==> src/rtl/pipelined_csel_adder_pkg.sv <==
// Shared arithmetic helpers: stage count and add/sub mode encodings.
package pipelined_csel_adder_pkg;

    localparam logic CSEL_ADD = 1'b0;
    localparam logic CSEL_SUB = 1'b1;

    // Number of BLOCK_WIDTH slices (and pipeline stages) for a given operand width.
    function automatic int nblk(input int w, input int bw);
        return w / bw;
    endfunction

endpackage

==> src/rtl/pipelined_csel_adder_csel_block.sv <==
// One carry-select slice: two ripple chains with fixed carry-in, muxed by the real carry.

module rca_carry_chain #(
    parameter int W = 8
) (
    input  logic [W-1:0] a_i,
    input  logic [W-1:0] b_i,
    input  logic         cin_i,
    output logic [W-1:0] s_o,
    output logic         co_o
);
    // Explicit bit-serial ripple; each select half is a plain carry chain.
    always_comb begin
        logic c;
        c   = cin_i;
        s_o = '0;
        for (int i = 0; i < W; i++) begin
            s_o[i] = a_i[i] ^ b_i[i] ^ c;
            c      = (a_i[i] & b_i[i]) | (c & (a_i[i] ^ b_i[i]));
        end
        co_o = c;
    end
endmodule

module csel_block #(
    parameter int BLOCK_WIDTH = 8
) (
    input  logic [BLOCK_WIDTH-1:0] a_i,
    input  logic [BLOCK_WIDTH-1:0] b_i,
    input  logic                   sel_i,
    output logic [BLOCK_WIDTH-1:0] s_o,
    output logic                   co_o
);
    logic [BLOCK_WIDTH-1:0] s0, s1;
    logic                   c0, c1;

    rca_carry_chain #(.W(BLOCK_WIDTH)) u_rca0 (
        .a_i(a_i), .b_i(b_i), .cin_i(1'b0), .s_o(s0), .co_o(c0)
    );
    rca_carry_chain #(.W(BLOCK_WIDTH)) u_rca1 (
        .a_i(a_i), .b_i(b_i), .cin_i(1'b1), .s_o(s1), .co_o(c1)
    );

    // The late-arriving carry only drives the select, not the adders.
    assign s_o  = sel_i ? s1 : s0;
    assign co_o = sel_i ? c1 : c0;
endmodule

==> src/rtl/pipelined_csel_adder.sv <==
// Pipelined carry-select adder/subtractor: one BLOCK_WIDTH slice resolved per stage,
// valid/ready on both sides, bubbles collapse, synchronous flush.
module pipelined_csel_adder
    import pipelined_csel_adder_pkg::*;
#(
    parameter int WIDTH       = 32,
    parameter int BLOCK_WIDTH = 8
) (
    input  logic             iClk,
    input  logic             iRst_n,
    input  logic             iClr,
    input  logic             iValid,
    output logic             oReady,
    input  logic [WIDTH-1:0] iA,
    input  logic [WIDTH-1:0] iB,
    input  logic             iC,
    input  logic             iSub,
    output logic             oValid,
    input  logic             iReady,
    output logic [WIDTH-1:0] oS,
    output logic             oC,
    output logic             oV
);
    localparam int NB  = nblk(WIDTH, BLOCK_WIDTH);
    localparam int BW  = BLOCK_WIDTH;
    localparam int MSB = WIDTH - 1;

    if (NB < 1 || (WIDTH % BLOCK_WIDTH) != 0) begin : g_bad_width
        $error("pipelined_csel_adder: WIDTH must be a nonzero multiple of BLOCK_WIDTH");
    end

    // Stage registers. a_q/b_q carry the operands forward; only the slices above
    // the already-resolved blocks matter downstream, the MSBs feed overflow.
    logic [NB-1:0]    vld_q;
    logic [WIDTH-1:0] a_q   [NB];
    logic [WIDTH-1:0] b_q   [NB];
    logic [WIDTH-1:0] sum_q [NB];
    logic [NB-1:0]    co_q;
    logic             v_q;

    // Per-stage combinational view: what each stage would capture this edge.
    logic [WIDTH-1:0] op_a   [NB];
    logic [WIDTH-1:0] op_b   [NB];
    logic [WIDTH-1:0] op_sum [NB];
    logic [WIDTH-1:0] sum_d  [NB];
    logic [NB-1:0]    op_c;
    logic [NB-1:0]    blk_c;
    logic [NB-1:0]    adv;
    logic [NB-1:0]    ld;
    logic             v_d;

    for (genvar k = 0; k < NB; k++) begin : g_stg
        logic [BW-1:0]    bs;
        logic [WIDTH-1:0] bs_ext;

        if (k == 0) begin : g_head
            assign op_a[k]   = iA;
            assign op_b[k]   = iB ^ {WIDTH{iSub == CSEL_SUB}};
            assign op_c[k]   = iC ^ (iSub == CSEL_SUB);
            assign op_sum[k] = '0;
        end else begin : g_body
            assign op_a[k]   = a_q[k-1];
            assign op_b[k]   = b_q[k-1];
            assign op_c[k]   = co_q[k-1];
            assign op_sum[k] = sum_q[k-1];
        end

        csel_block #(.BLOCK_WIDTH(BW)) u_blk (
            .a_i  (op_a[k][k*BW +: BW]),
            .b_i  (op_b[k][k*BW +: BW]),
            .sel_i(op_c[k]),
            .s_o  (bs),
            .co_o (blk_c[k])
        );

        // Unresolved sum bits are always zero, so OR-ing the new block in is exact.
        assign bs_ext   = WIDTH'(bs);
        assign sum_d[k] = op_sum[k] | (bs_ext << (k * BW));
    end

    assign v_d = (op_a[NB-1][MSB] == op_b[NB-1][MSB]) & (sum_d[NB-1][MSB] != op_a[NB-1][MSB]);

    // Advance chain, resolved from the output back: a stage moves when it is full
    // and its successor is empty or moving; the last stage moves on iReady.
    always_comb begin
        logic free;
        free = iReady;
        adv  = '0;
        ld   = '0;
        for (int k = NB - 1; k >= 0; k--) begin
            adv[k] = vld_q[k] & free;
            free   = !vld_q[k] | adv[k];
        end
        oReady = free;
        ld[0]  = iValid & free;
        for (int k = 1; k < NB; k++) begin
            ld[k] = adv[k-1];
        end
    end

    // Pipeline state: flush clears valids only, data regs keep their last contents.
    always_ff @(posedge iClk or negedge iRst_n) begin
        if (!iRst_n) begin
            vld_q <= '0;
            co_q  <= '0;
            v_q   <= 1'b0;
            for (int k = 0; k < NB; k++) begin
                a_q[k]   <= '0;
                b_q[k]   <= '0;
                sum_q[k] <= '0;
            end
        end else begin
            for (int k = 0; k < NB; k++) begin
                vld_q[k] <= !iClr & (ld[k] | (vld_q[k] & !adv[k]));
                if (ld[k] && !iClr) begin
                    a_q[k]   <= op_a[k];
                    b_q[k]   <= op_b[k];
                    sum_q[k] <= sum_d[k];
                    co_q[k]  <= blk_c[k];
                end
            end
            if (ld[NB-1] && !iClr) begin
                v_q <= v_d;
            end
        end
    end

    assign oValid = vld_q[NB-1];
    assign oS     = sum_q[NB-1];
    assign oC     = co_q[NB-1];
    assign oV     = v_q;

endmodule

==> config.mk <==
export PLATFORM = sky130hd
export DESIGN_NAME = pipelined_csel_adder
export DESIGN_NICKNAME = d
export VERILOG_FILES = /design/src/rtl/pipelined_csel_adder_pkg.sv /design/src/rtl/pipelined_csel_adder_csel_block.sv /design/src/rtl/pipelined_csel_adder.sv
export SDC_FILE = /design/constraint.sdc
export NUM_CORES = 1
export LEC_CHECK = 0
export ABC_AREA = 1
export CAP_MARGIN = 40
export CORE_ASPECT_RATIO = 0.75
export CORE_MARGIN = 4
export CORE_UTILIZATION = 55
export DETAILED_ROUTE_END_ITERATION = 7
export HOLD_SLACK_MARGIN = 0.08
export PLACE_DENSITY = 0.79
export SLEW_MARGIN = 25
export SYNTH_ARGS = -nofsm -noshare
export SYNTH_HDL_FRONTEND = slang
export SYNTH_SLANG_ARGS = --single-unit
==> constraint.sdc <==
create_clock -name iClk -period 5.1 [get_ports iClk]
set_input_delay 0.51 -clock iClk [delete_from_list [all_inputs] [get_ports iClk]]
set_output_delay 0.51 -clock iClk [all_outputs]
set_load 0.03 [all_outputs]
==> reports/results.tsv <==
stage	metric	value	unit
synth	Post-Syn Instances	916	
floorplan	DIE WIDTH	151	um
global_route	remaining global-route overflow	0	
routing	drt total wl	17.8	mm
routing	per-cell routed wire length	14.6	um
pwr	Clock Power Share	31.3	%
critical_path	FF-to-FF End	oV	
global_route	GRT Total Usage	22.1	%
cells_and_area	final instance area	10200	sq um
routing	Starting DRT DRC Count	484	
critical_path	crit path max fanout	2	
critical_path	WS Path Type	input pin to register	
pwr	NetSw	1.40	mW
pwr	Net Sw Frac	30.9	%
synth	FFs w/ async S/R, synth	100	%
cells_and_area	final-layout fill cell count	1085	
sta	Final Hold Vio Count	0	
global_route	first-pass GRT wire length	30.2	mm
cells_and_area	post-layout util	69.2	%
critical_path	end of the critical path	op_sum[71]	
cells_and_area	area of the multi-input gates	3280	sq um
pwr	peak supply drop	0.000241	V
clock_tree	clock tree from TritonCTS	built	
clock_tree	Setup Fix Bufs, Post-CTS	0	
synth	Post-Synthesis Net Count	1024	
floorplan	Core Area	14700	sq um
global_route	initial antenna violation count	0	
pwr	Pint	3.12	mW
pwr	Sequential Power Share	45.3	%
synth	Main synth FF type	dfrtp_1	
cells_and_area	Final nets	1108	
cells_and_area	ratio of cells with drive above 1 in the final layout	5.33	%
sta	minimum hold slack	0.0883	ns
synth	top-area cell type share of the netlist area	55.1	%
cells_and_area	commonest cells after routing, fill and taps aside	nand2_1, dfrtp_1, nand3_1	
sta	ratio of final minimum period to clock period	80.1	%
sta	Fin Setup TNS	0	ns
pwr	Combinational Power Share	23.4	%
run_status	status	completed	
sta	FMAX	0.245	GHz
placed_design	I/O Buffers	106	
synth	synthesized flop and latch total	185	
sta	RSZ-0062 raised after global routing	false	
routing	detailed-route vias per instance	5.07	
routing	Vias	6149	
synth	top cells by area, synth	dfrtp_1, nand2_1, fa_1, nand3_1, xor2_1	
synth	Post-synth EDFFs	0	
clock_tree	H-tree Lvls	4	
critical_path	Arr. time, crit path	4.39	ns
clock_tree	hold buffer count at cts	0	
placed_design	gpl congestion	0.797	
floorplan	DIE AREA	17300	sq um
critical_path	CP Capture Type	register	
floorplan	Initial Util	57.1	%
sta	clk_skew	0.00894	ns
routing	Post-DRT Antenna Nets	0	
critical_path	type of origin of the critical path	input pin	
critical_path	RR Startpoint	a_q[56]	
clock_tree	largest buffer count on any clock path	2	
clock_tree	clk root buf	clkbuf_16	
placed_design	DPL Wire Length	11.8	mm
synth	yosys warns	0	
global_route	vias in the first global route	6068	
synth	Yosys top cell by area	dfrtp_1	
placed_design	Placement Cell Area	9520	sq um
floorplan	Ports	107	
sta	Final Max Slew Viols	0	
routing	first-pass detailed-route iteration total	5	
pwr	pwr/cell area	445	nW/um^2
clock_tree	TritonCTS buffer count	17	
cells_and_area	most common cell after layout, fill and taps aside	nand2_1	
sta	Max-slew headroom	53.4	%
global_route	largest net degree at the start of global routing	77	
cells_and_area	Reg area	4630	sq um
pwr	Lkg Pwr	5.27	nW
clock_tree	Post-CTS Resized	0	
routing	DRC viols	0	
critical_path	Worst Setup SP	iB[0]	
clock_tree	Worst-Skew Late Latency	0.43	ns
cells_and_area	Antenna diodes	0	
floorplan	# rows	38	
clock_tree	clk sink count	185	
synth	average size of a mapped cell	9.17	sq um
clock_tree	clk slew on worst S/H paths	0.07	ns
synth	Seq/Total Area, Yosys	55.1	%
synth	synth unique cells	24	
floorplan	Die Y-Extent	115	um
sta	Period minus WS final	4.08	ns
sta	Setup violations, final	0	
cells_and_area	Layout area overhead	21.0	%
critical_path	Crit path required time	5.41	ns
hold_path	min-delay worst type	input pin to asynchronous set/reset pin	
sta	Slew @ Worst Pin	0.700	ns
pwr	Power Total	4.52	mW
critical_path	reg2reg setup slack	1.31	ns
critical_path	worst reg2reg path depth	16	
run	maxcap violations	0	
synth	Cell Area, Synth	8400	sq um
## Yosys cell counts (4+ instances only)
cell / number
a21oi_1: 6
buf_2: 36
buf_4: 4
buf_6: 6
clkbuf_1: 5
dfrtp_1: 185
fa_1: 28
ha_1: 9
inv_1: 47
nand2_1: 415
nand3_1: 105
o21ai_0: 11
o21ai_1: 10
xnor2_1: 9
xor2_1: 26
## flip-flops by register name, indices dropped and copies added (netlist names)
name,flops
vld_q,4
oS,32
b_q,48
op_sum,48
co_q,4
oV,1
a_q,48
## critical path, stage by stage
cell and delay (ns):
clkdlybuf4s50_1 0.42, xnor2_1 0.15, inv_1 0.07, ha_1 0.14, a21oi_1 0.04, a31oi_1 0.19
fa_1 0.20, inv_1 0.05, fa_1 0.37, fa_1 0.43, fa_1 0.42, fa_1 0.39
fa_1 0.37, inv_1 0.08, fa_1 0.41, nand3_1 0.09, nand2_1 0.06
## power by group through the flow
stage / combinational [mW] / sequential [mW] / clock (mW)
detailed placement: 1.05 / 2.06 / 0
floorplan: 0.472 / 2.19 / 0
finish: 1.06 / 2.05 / 1.41
global route: 1.19 / 2.09 / 1.50
CTS: 1.07 / 2.05 / 1.43
global placement: 1.01 / 2.05 / 0
## worst min-delay path by stage
stage / to / start / cells past startpoint
final: a_q[105] / iRst_n / 1
after global routing: a_q[105] / iRst_n / 1
after CTS: a_q[105] / iRst_n / 1
after detailed placement: a_q[62] / a_q[94] / 2
after global placement: a_q[58] / a_q[90] / 2
after floorplan: a_q[104] / iRst_n / 0
## metal layers
metal	vias to the layer above	track usage, %	share of wire, %	wire length, um
met4	0	5.37	1.3	223
met3	18	4.96	6.8	1210
met2	214	32.8	44	7810
met1	2906	33.6	48	8510
met5	-	0	0	0
li1	3011	-	-	-
## layout make-up
class                   instances  area share (%)
well taps                     200            2.46
multi-input cells             629            32.3
clock inverters                12            1.82
flip-flops and latches        185            45.6
repair buffers                117            11.5
inverters                      50            1.85
clock buffers                  20            4.49
## stage by stage
stage | std cells | worst slack (ns)
after floorplan | 916 | 0.848
after global placement | 1179 | 0.673
after detailed placement | 1181 | 0.587
after CTS | 1213 | 1.03
after global routing | 1213 | 0.887
final | 1213 | 1.02
## logic make-up (layout without fill, tap and decap cells)
logic type      Yosys count  count (layout)  share of synthesized area [%]
xor+xnor                 35              35                           3.65
simple gates            528             528                           25.6
buf+inv                 102             199                           5.81
fa+ha+maj                37              37                           8.02
flops                   185             185                           55.1
compound gates           29              29                           1.77
(Power assumes the default switching activity.)
